==> src/rtl/regfile_wb_arbiter.sv <==
// Writeback arbiter for the register-file write port: round-robin between the ALU (A) and the
// load unit (B), with a busy scoreboard of claimed destinations driving the read-side stall.
module regfile_wb_arbiter #(
  parameter int NREG = 32,
  parameter int AW   = 5,
  parameter int DW   = 32
) (
  input  logic            clk,
  input  logic            rst,
  input  logic            claim_v,
  input  logic [AW-1:0]   claim_reg,
  input  logic            a_valid,
  input  logic [AW-1:0]   a_reg,
  input  logic [DW-1:0]   a_data,
  output logic            a_ready,
  input  logic            b_valid,
  input  logic [AW-1:0]   b_reg,
  input  logic [DW-1:0]   b_data,
  output logic            b_ready,
  input  logic [AW-1:0]   rreg1,
  input  logic [AW-1:0]   rreg2,
  output logic            stall,
  output logic            regwr,
  output logic [AW-1:0]   wreg,
  output logic [DW-1:0]   wdata,
  output logic [NREG-1:0] busy
);

  // state  | meaning
  // PRI_A  | A wins a tie (B was granted last, or nothing since reset)
  // PRI_B  | B wins a tie (A was granted last)
  typedef enum logic {PRI_A, PRI_B} pri_t;

  pri_t            r_pri;
  pri_t            w_pri_nxt;
  logic            w_a_gnt;
  logic            w_b_gnt;
  logic            w_xfer;
  logic [AW-1:0]   w_xreg;
  logic [DW-1:0]   w_xdata;
  logic            w_wr_nxt;
  logic [NREG-1:0] w_busy_nxt;

  logic            r_regwr;
  logic [AW-1:0]   r_wreg;
  logic [DW-1:0]   r_wdata;
  logic [NREG-1:0] r_busy;

  always_ff @(posedge clk or posedge rst) begin
    if (rst) r_pri <= PRI_A;
    else     r_pri <= w_pri_nxt;
  end

  always_comb begin
    w_a_gnt   = 1'b0;
    w_b_gnt   = 1'b0;
    w_pri_nxt = r_pri;
    if (a_valid && (!b_valid || r_pri == PRI_A)) w_a_gnt = 1'b1;
    else if (b_valid)                            w_b_gnt = 1'b1;
    if (w_a_gnt)      w_pri_nxt = PRI_B;
    else if (w_b_gnt) w_pri_nxt = PRI_A;
  end

  assign w_xfer   = w_a_gnt | w_b_gnt;
  assign w_xreg   = w_a_gnt ? a_reg  : b_reg;
  assign w_xdata  = w_a_gnt ? a_data : b_data;
  // Writes to r0 are accepted from the requester but never reach the register file.
  assign w_wr_nxt = w_xfer && (w_xreg != '0);

  always_ff @(posedge clk or posedge rst) begin
    if (rst) begin
      r_regwr <= 1'b0;
      r_wreg  <= '0;
      r_wdata <= '0;
    end else begin
      r_regwr <= w_wr_nxt;
      if (w_wr_nxt) begin
        r_wreg  <= w_xreg;
        r_wdata <= w_xdata;
      end
    end
  end

  // Clear before set so a same-edge reclaim keeps the register pending for the new producer.
  always_comb begin
    w_busy_nxt = r_busy;
    if (r_regwr) w_busy_nxt[r_wreg] = 1'b0;
    if (claim_v && claim_reg != '0) w_busy_nxt[claim_reg] = 1'b1;
    w_busy_nxt[0] = 1'b0;
  end

  always_ff @(posedge clk or posedge rst) begin
    if (rst) r_busy <= '0;
    else     r_busy <= w_busy_nxt;
  end

  assign a_ready = w_a_gnt;
  assign b_ready = w_b_gnt;
  assign stall   = r_busy[rreg1] | r_busy[rreg2];
  assign regwr   = r_regwr;
  assign wreg    = r_wreg;
  assign wdata   = r_wdata;
  assign busy    = r_busy;

endmodule

==> config.mk <==
export PLATFORM = sky130hd
export DESIGN_NAME = regfile_wb_arbiter
export DESIGN_NICKNAME = d
export VERILOG_FILES = /design/src/rtl/regfile_wb_arbiter.sv
export SDC_FILE = /design/constraint.sdc
export NUM_CORES = 1
export LEC_CHECK = 0
export ABC_CLOCK_PERIOD_IN_PS = 2200
export BUFFER_PORTS_ARGS = -buffer_cell sky130_fd_sc_hd__buf_2
export CORE_ASPECT_RATIO = 0.7
export CORE_MARGIN = 4
export CORE_UTILIZATION = 40
export CTS_BUF_LIST = sky130_fd_sc_hd__clkbuf_8
export DETAILED_ROUTE_END_ITERATION = 12
export GPL_TIMING_DRIVEN = 1
export PLACE_DENSITY = 0.7
export SLEW_MARGIN = 20
export SYNTH_ARGS = -nofsm -noshare
export SYNTH_HDL_FRONTEND = slang
export SYNTH_SLANG_ARGS = --single-unit
==> constraint.sdc <==
create_clock -name clk -period 2.2 [get_ports clk]
set_clock_uncertainty 0.15 [all_clocks]
set_input_delay 0.11 -clock clk [delete_from_list [all_inputs] [get_ports clk]]
set_output_delay 0.11 -clock clk [all_outputs]
set_load 0.05 [all_outputs]
# Word-level counts from Yosys, hierarchy flattened
# Cells that the tools add are included.
[totals]
register_bits = 70
in_bits = 94
output_inout_bits = 73
wordCells = 44
[op_classes]
order_cmp = 6
mux = 17
n_bitwise = 6
reduce_logical = 10
[ops]
columns = ["operator", "count"]
rows = [
  ["32-bit two-way mux", 3],
  ["32-bit bitwise AND", 1],
  ["32-bit inverter", 1],
  ["32-bit bitwise OR", 1],
  ["5-bit by 6-bit less-than comparator with 1-bit output (second input constant)", 4],
  ["1-bit binary-select mux with 5-bit select", 2],
  ["1-bit demux with 5-bit select", 2],
  ["5-bit by 1-bit >= comparator with 1-bit output (second input constant)", 2],
  ["5-bit nonzero test", 2],
  ["1-bit two-way mux", 9],
  ["1-bit logical AND", 5],
  ["5-bit two-way mux", 1],
  ["1-bit bitwise OR", 2],
  ["2-bit nonzero test", 1],
  ["1-bit logical NOT", 1],
  ["1-bit logical OR", 1],
  ["1-bit inverter", 1],
]

# Depth between registers and ports, before layout
# Gate-level depths: netlist of the first run.
[depth]
ltp_word = 9
depth_mapped = 7
mapped_depth_nobuf = 5

# Least setup slack after synthesis of the first run
# Ideal clock, no wire load.
[synth_timing]
kind = "register to output"
start = "reg r_busy[25] (netlist: busy[25])"
end = "out stall"
arrival_ns = 2.016
t_required_ns = 1.940
slack_ns = -0.076
stages_incl_launch_ff = 6
path_buffers = 0
cell_sequence = "dfrtp_1 > mux4_2 > nand2_1 > o211ai_1 > a21oi_1 > o211ai_1"
[synth_via]
elab_chain_len = 3
elab_cells_between_ends = 5
cone_classes = "mux (4); bitwise (1)"
[synth_lines]
columns = ["element", "line_no", "text"]
rows = [
  ["start, declared", "47", "logic [NREG-1:0] r_busy;"],
  ["start signal, assigned", "94", "else r_busy <= w_busy_nxt;"],
  ["1-bit binary-select mux with 5-bit select", "99", "assign stall = r_busy[rreg1] | r_busy[rreg2];"],
  ["1-bit two-way mux (not written as such)", "99", ""],
  ["1-bit bitwise OR (*)", "99", ""],
  ["end, declared", "22", "output logic stall,"],
]
# Mark *: on every way between the ends. The rest lies on a longest branch, timed or not. The select of a mux whose other input is x is not followed.

# Worst setup path after layout of the first run
[layout_timing]
start = "reg r_busy[27] (netlist: busy[27])"
end = "out stall"
# Same word-level chain as after synthesis.

==> flow_summary.json, run 1 <==
{
  "drive_gt1_share_pct": 36.6,
  "crit_type": "reg2out",
  "drtAntennaViolNets": 0,
  "setup_tns_ps": -131,
  "async_flop_share_pct": 100,
  "postSynthAreaPerCell_um2": 10.4,
  "clk_pin_slew_ps": 80,
  "cp.required_ps": 1940,
  "die_h_um": 87.6,
  "synth_edf_count": 0,
  "htree_levels": 3,
  "rows": 28,
  "status": "finished with violations",
  "synth.most_common_cell": "dfrtp_1",
  "hpwl_um": 8190,
  "whs_endpoint": "busy[18]",
  "syn-num-nets": 442,
  "syn_inst": 348,
  "clockBufferDepth": 2,
  "design_area_um2": 5640,
  "post-route-period-util_pct": 106,
  "cts_sinks": 70,
  "grt_max_degree": 75,
  "violations": "negative setup slack",
  "synth_top_cell_area_share_pct": 48.4,
  "maxCapViolations": 0,
  "grt_pass1_wl_um": 21200,
  "gr-total-overflow": 0,
  "antenna_found_initial": 0,
  "ys_seq_area_share_pct": 48.4,
  "hold_violations": 0,
  "routed_wl_um": 13100,
  "wl_per_cell_um": 18.4,
  "cp_max_fo": 4,
  "powerDensity_nw_per_um2": 1100,
  "synth.area.top_cells": "dfrtp_1 (48%), mux2i_1 (12%), o21ai_0 (8.6%)",
  "dieWidth_um": 122,
  "drt-initial-drc-count": 418,
  "cp.arrival_ps": 2070,
  "ys_ff_latch": 70,
  "end_kind": "primary output",
  "worstHoldPathCells": 3,
  "synth_area_um2": 3620,
  "clockRootBuffer": "clkbuf_8",
  "ys_top_cells_by_count": "dfrtp_1 (70), o21ai_0 (62), a21oi_1 (42), mux2i_1 (42), nor2_1 (42)",
  "clock.fmax_mhz": 429,
  "diodes": 0,
  "yosysWarnings": 0,
  "vias": 3828,
  "globalplace.congestion": 0.933,
  "period_needed_ps": 2330,
  "timing.rr.end": "wdata[18]",
  "dieArea_um2": 10700,
  "rsz0062_at_grt": "true",
  "yosysTopAreaCell": "dfrtp_1",
  "p_leak_nw": 2.55,
  "dp_slack_ps": 261,
  "drcViolationCount": 0,
  "dominantRegCellSynth": "dfrtp_1",
  "io_buffer_count": 165,
  "cts_tree": "yes",
  "drv_slew": 0,
  "final_util_pct": 65.5,
  "start_kind": "flop",
  "finalWorstSetupSlack_ps": -131,
  "post_synth_num_cell_types": 28,
  "r2r_setup_slack_ps": 200,
  "clk_latency_ps": 350,
  "syn_to_final_growth_pct": 55.9,
  "min_path_type": "in2reg",
  "r2r-start": "r_pri",
  "rr_worst_depth": 6,
  "ioPinCount": 167,
  "cts_made_buffers": 9,
  "hp-start": "claim_reg[4]",
  "track_usage_pct": 26.0,
  "initial_utilization_pct": 42.0,
  "post_dp_cell_area_um2": 4560,
  "grt_pass1_vias": 4078,
  "ir_worst_vdd_v": 0.000487,
  "dr.pass1.iters": 6,
  "core_um2": 8620,
  "fin_nets": 682,
  "setup_viol": 1,
  "vias_per_cell": 5.37
}
==> cells by family (layout without fill, tap and decap cells) <==
logic type | count (synthesis) | after routing | share of synthesized area [%]
other cells | 1 | 1 | 0.104
buf+inv | 25 | 270 | 3.63
simple gates | 80 | 80 | 10.5
compound gates | 113 | 113 | 16.4
mux | 59 | 59 | 20.9
flops | 70 | 70 | 48.4
==> layer usage <==
| metal | vias to the layer above | routed length (um) | global-route usage, % |
|---|---|---|---|
| li1 | 1748 | - | - |
| met1 | 1806 | 4860 | 29.9 |
| met2 | 215 | 6540 | 45.2 |
| met3 | 59 | 1090 | 6.13 |
| met4 | 0 | 646 | 14.3 |
| met5 | - | 0 | 0 |
==> power breakdown <==
group	leakage, nW	total, mW	switching [mW]	internal [mW]
logic	1.63	2.78	1.94	0.842
clock network	0.140	1.44	0.505	0.932
registers	0.785	1.99	0.344	1.65
total	2.55	6.21	2.79	3.42
==> area by class of cell <==
cell class | count | area (um^2)
Multi-Input combinational cell | 253 | 1760
Inverter | 6 | 22.5
Fill cell | 671 | 2980
Tap cell | 120 | 150
Clock buffer | 11 | 151
Timing Repair Buffer | 248 | 1670
Sequential cell | 70 | 1760
Clock inverter | 5 | 129
==> how the worst max path moves through the flow <==
stage / end / slack (ps) / from / depth (start not counted)
floorplan: stall / 10 / busy[7] / 5
global placement: stall / 240 / rreg2[2] / 6
detailed placement: stall / 260 / rreg2[2] / 6
CTS: stall / -110 / busy[27] / 5
global route: stall / -180 / busy[27] / 5
finish: stall / -130 / busy[27] / 5
==> flip-flops by register name (all words and copies together), names as in the netlist <==
| name | flops |
|---|---|
| wdata | 32 |
| busy | 31 |
| wreg | 5 |
| r_pri | 1 |
| regwr | 1 |
==> what timing repair did <==
action	4_1_cts	5_1_grt
setup endpoints to repair	1	2
pin swaps	2	1
cloned	0	0
setup buffers	0	0
endpoints found under the hold margin	109	0
hold buffers	79	0
gates resized for setup	2	1
==> cell usage in the layout, fill, tap and decap left out, drive strengths merged, types with 2 or more instances in the layout <==
cell type,instances
nor2,42
buf,169
nand3,8
mux4,13
mux2,4
nand3b,8
o211ai,5
or3,3
dfrtp,70
nor4,2
or3b,3
dlygate4sd3,79
mux2i,42
nand2,10
bufinv,4
a21oi,42
clkbuf,11
o21ai,62
inv,6
==> per-stage QoR <==
stage          std cells  power, mW  hold WS (ps)
2_1_floorplan        348       3.89          52.6
3_3_place_gp         618       4.59          69.2
3_5_place_dp         618       4.65          75.9
4_1_cts              713       6.20         0.244
5_1_grt              713       6.51          34.6
6_report             713       6.21          11.6
==> critical path, cell delays in order, from the launching register on <==
cell,delay (ps)
dfrtp_2,430
mux4_2,470
mux2_4,270
a31oi_1,180
o211ai_1,150
buf_4,220
(Power assumes the default switching activity.)
==> inputs of run 2 (changes only) <==
--- a/config.mk
+++ b/config.mk
@@ -7,13 +7,15 @@
 export LEC_CHECK = 0
 export ABC_CLOCK_PERIOD_IN_PS = 2200
 export BUFFER_PORTS_ARGS = -buffer_cell sky130_fd_sc_hd__buf_2
+export CELL_PAD_IN_SITES_DETAIL_PLACEMENT = 0
+export CELL_PAD_IN_SITES_GLOBAL_PLACEMENT = 1
 export CORE_ASPECT_RATIO = 0.7
 export CORE_MARGIN = 4
-export CORE_UTILIZATION = 40
+export CORE_UTILIZATION = 36
 export CTS_BUF_LIST = sky130_fd_sc_hd__clkbuf_8
 export DETAILED_ROUTE_END_ITERATION = 12
 export GPL_TIMING_DRIVEN = 1
-export PLACE_DENSITY = 0.7
+export PLACE_DENSITY_LB_ADDON = 0.1
 export SLEW_MARGIN = 20
 export SYNTH_ARGS = -nofsm -noshare
 export SYNTH_HDL_FRONTEND = slang
==> flow_summary.json, run 2 (synthesis gave the netlist of run 1 again) <==
{
  "timing.rr.end": "wreg[2]",
  "crit_start": "busy[30]",
  "hold_violations": 0,
  "mostFrequentLayoutCells": "buf_2 (164), dlygate4sd3_1 (79), o21ai_0 (62)",
  "die_h_um": 91.9,
  "maxCapViolations": 0,
  "final_common_cell": "buf_2",
  "globalplace.congestion": 0.861,
  "clock.fmax_mhz": 445,
  "period_needed_ps": 2250,
  "vias_per_cell": 5.06,
  "fin_nets": 691,
  "start_kind": "flop",
  "htree_levels": 3,
  "post-route-period-util_pct": 102,
  "grt_pass1_vias": 3796,
  "core_um2": 9760,
  "rr_worst_depth": 5,
  "multi_input_area_um2": 1770,
  "io_buffer_count": 165,
  "status": "finished with violations",
  "syn_to_final_growth_pct": 55.9,
  "setup_tns_ps": -45.2,
  "drv_slew": 0,
  "seqCellArea_um2": 1760,
  "cts_tree": "yes",
  "final_util_pct": 57.8,
  "cp_max_fo": 3,
  "cp.required_ps": 1940,
  "finalWorstSetupSlack_ps": -45.2,
  "clk_latency_ps": 340,
  "dp.cells": 628,
  "dp_slack_ps": 266,
  "violations": "negative setup slack",
  "clockRootBuffer": "clkbuf_8",
  "dieArea_um2": 11700,
  "p_leak_nw": 2.56,
  "r2r-start": "r_pri",
  "instances_no_fill": 730,
  "cp.arrival_ps": 1990,
  "diodes": 0,
  "dieWidth_um": 128,
  "wl_per_cell_um": 17.2,
  "ir_worst_vdd_v": 0.000416,
  "grt_max_degree": 71,
  "fillers": 873,
  "track_usage_pct": 21.6,
  "rsz0062_at_grt": "true",
  "endpoint": "stall",
  "hpwl_um": 8710,
  "setup_viol": 1,
  "drive_gt1_share_pct": 37.4,
  "routed_wl_um": 12600,
  "gr-total-overflow": 0,
  "crit_type": "reg2out",
  "drcViolationCount": 0,
  "ioPinCount": 167,
  "r2r_setup_slack_ps": 240,
  "end_kind": "primary output",
  "antenna_found_initial": 0,
  "vias": 3693,
  "drtAntennaViolNets": 0,
  "cts_sinks": 70,
  "grt_pass1_wl_um": 19900,
  "powerDensity_nw_per_um2": 1040,
  "dr.pass1.iters": 4,
  "largest_reg_flops": 32,
  "clockBufferDepth": 2,
  "rows": 30,
  "min_path_type": "in2reg",
  "clk_pin_slew_ps": 70,
  "initial_utilization_pct": 37.1,
  "p_total_mw": 5.86,
  "cts_made_buffers": 9,
  "drt-initial-drc-count": 154
}
[run 2: changes by cell type in the layout (fill, tap and decap cells not counted)]
cell / change
inv_1: +3
clkinv_4: -1
clkinvlp_4: +1
a21oi_1: -2
a21oi_2: +2
bufinv_16: -3
buf_4: +8
buf_12: +1
clkbuf_8: -2
clkinv_2: +2
[run 2: timing repair]
item,CTS,global route
buffers inserted,6,1
hold buffers,79,0
resized for setup,3,2
endpoints found under the hold margin,110,0
pin swaps,1,0
setup endpoints to repair,1,3
[run 2: stage by stage]
step	instance area [um^2]	hold WS, ps
4_1_cts	5630	36.6
6_report	5640	64.0
3_5_place_dp	4600	69.9
2_1_floorplan	3630	52.6
5_1_grt	5640	63.3
3_3_place_gp	4600	73.2
[run 2: worst min path at each step]
| stage | start | depth (start not counted) | slack (ps) | end |
|---|---|---|---|---|
| after detailed placement | rst | 3 | 70 | busy[3] |
| after global routing | claim_reg[2] | 3 | 60 | busy[7] |
| after CTS | claim_reg[3] | 3 | 40 | busy[28] |
| after global placement | rst | 3 | 70 | busy[2] |
| final | claim_reg[3] | 3 | 60 | busy[28] |
| after floorplan | b_valid | 1 | 50 | r_pri |
[run 2: metal layers]
| metal | global-route usage (%) | share of wire [%] | vias to the layer above |
|---|---|---|---|
| li1 | - | - | 1767 |
| met1 | 28.6 | 44 | 1783 |
| met2 | 34.3 | 47 | 134 |
| met3 | 6.58 | 7.8 | 9 |
| met4 | 6.10 | 0.87 | 0 |
| met5 | 0 | 0 | - |
[run 2: worst max-delay path, stage by stage (launching register included)]
cell and delay, ps:
dfrtp_1 430, mux4_2 460, mux2_4 270, a31oi_1 170, o211ai_1 110, buf_4 200
[run 2: area by class of cell]
cell class | count | area share [%]
clock buffer | 9 | 2.20
clock inverter | 7 | 1.04
inverter | 6 | 0.399
multi-input combinational | 253 | 31.3
sequential | 70 | 31.3
tap | 128 | 2.84
timing repair buffer | 257 | 30.9
[run 2: where the power goes]
part	internal [mW]	switching [mW]	total, mW
Sequential	1.65	0.347	2.00
Combinational	0.921	1.97	2.89
Clock	0.507	0.466	0.974
Total	3.08	2.78	5.86
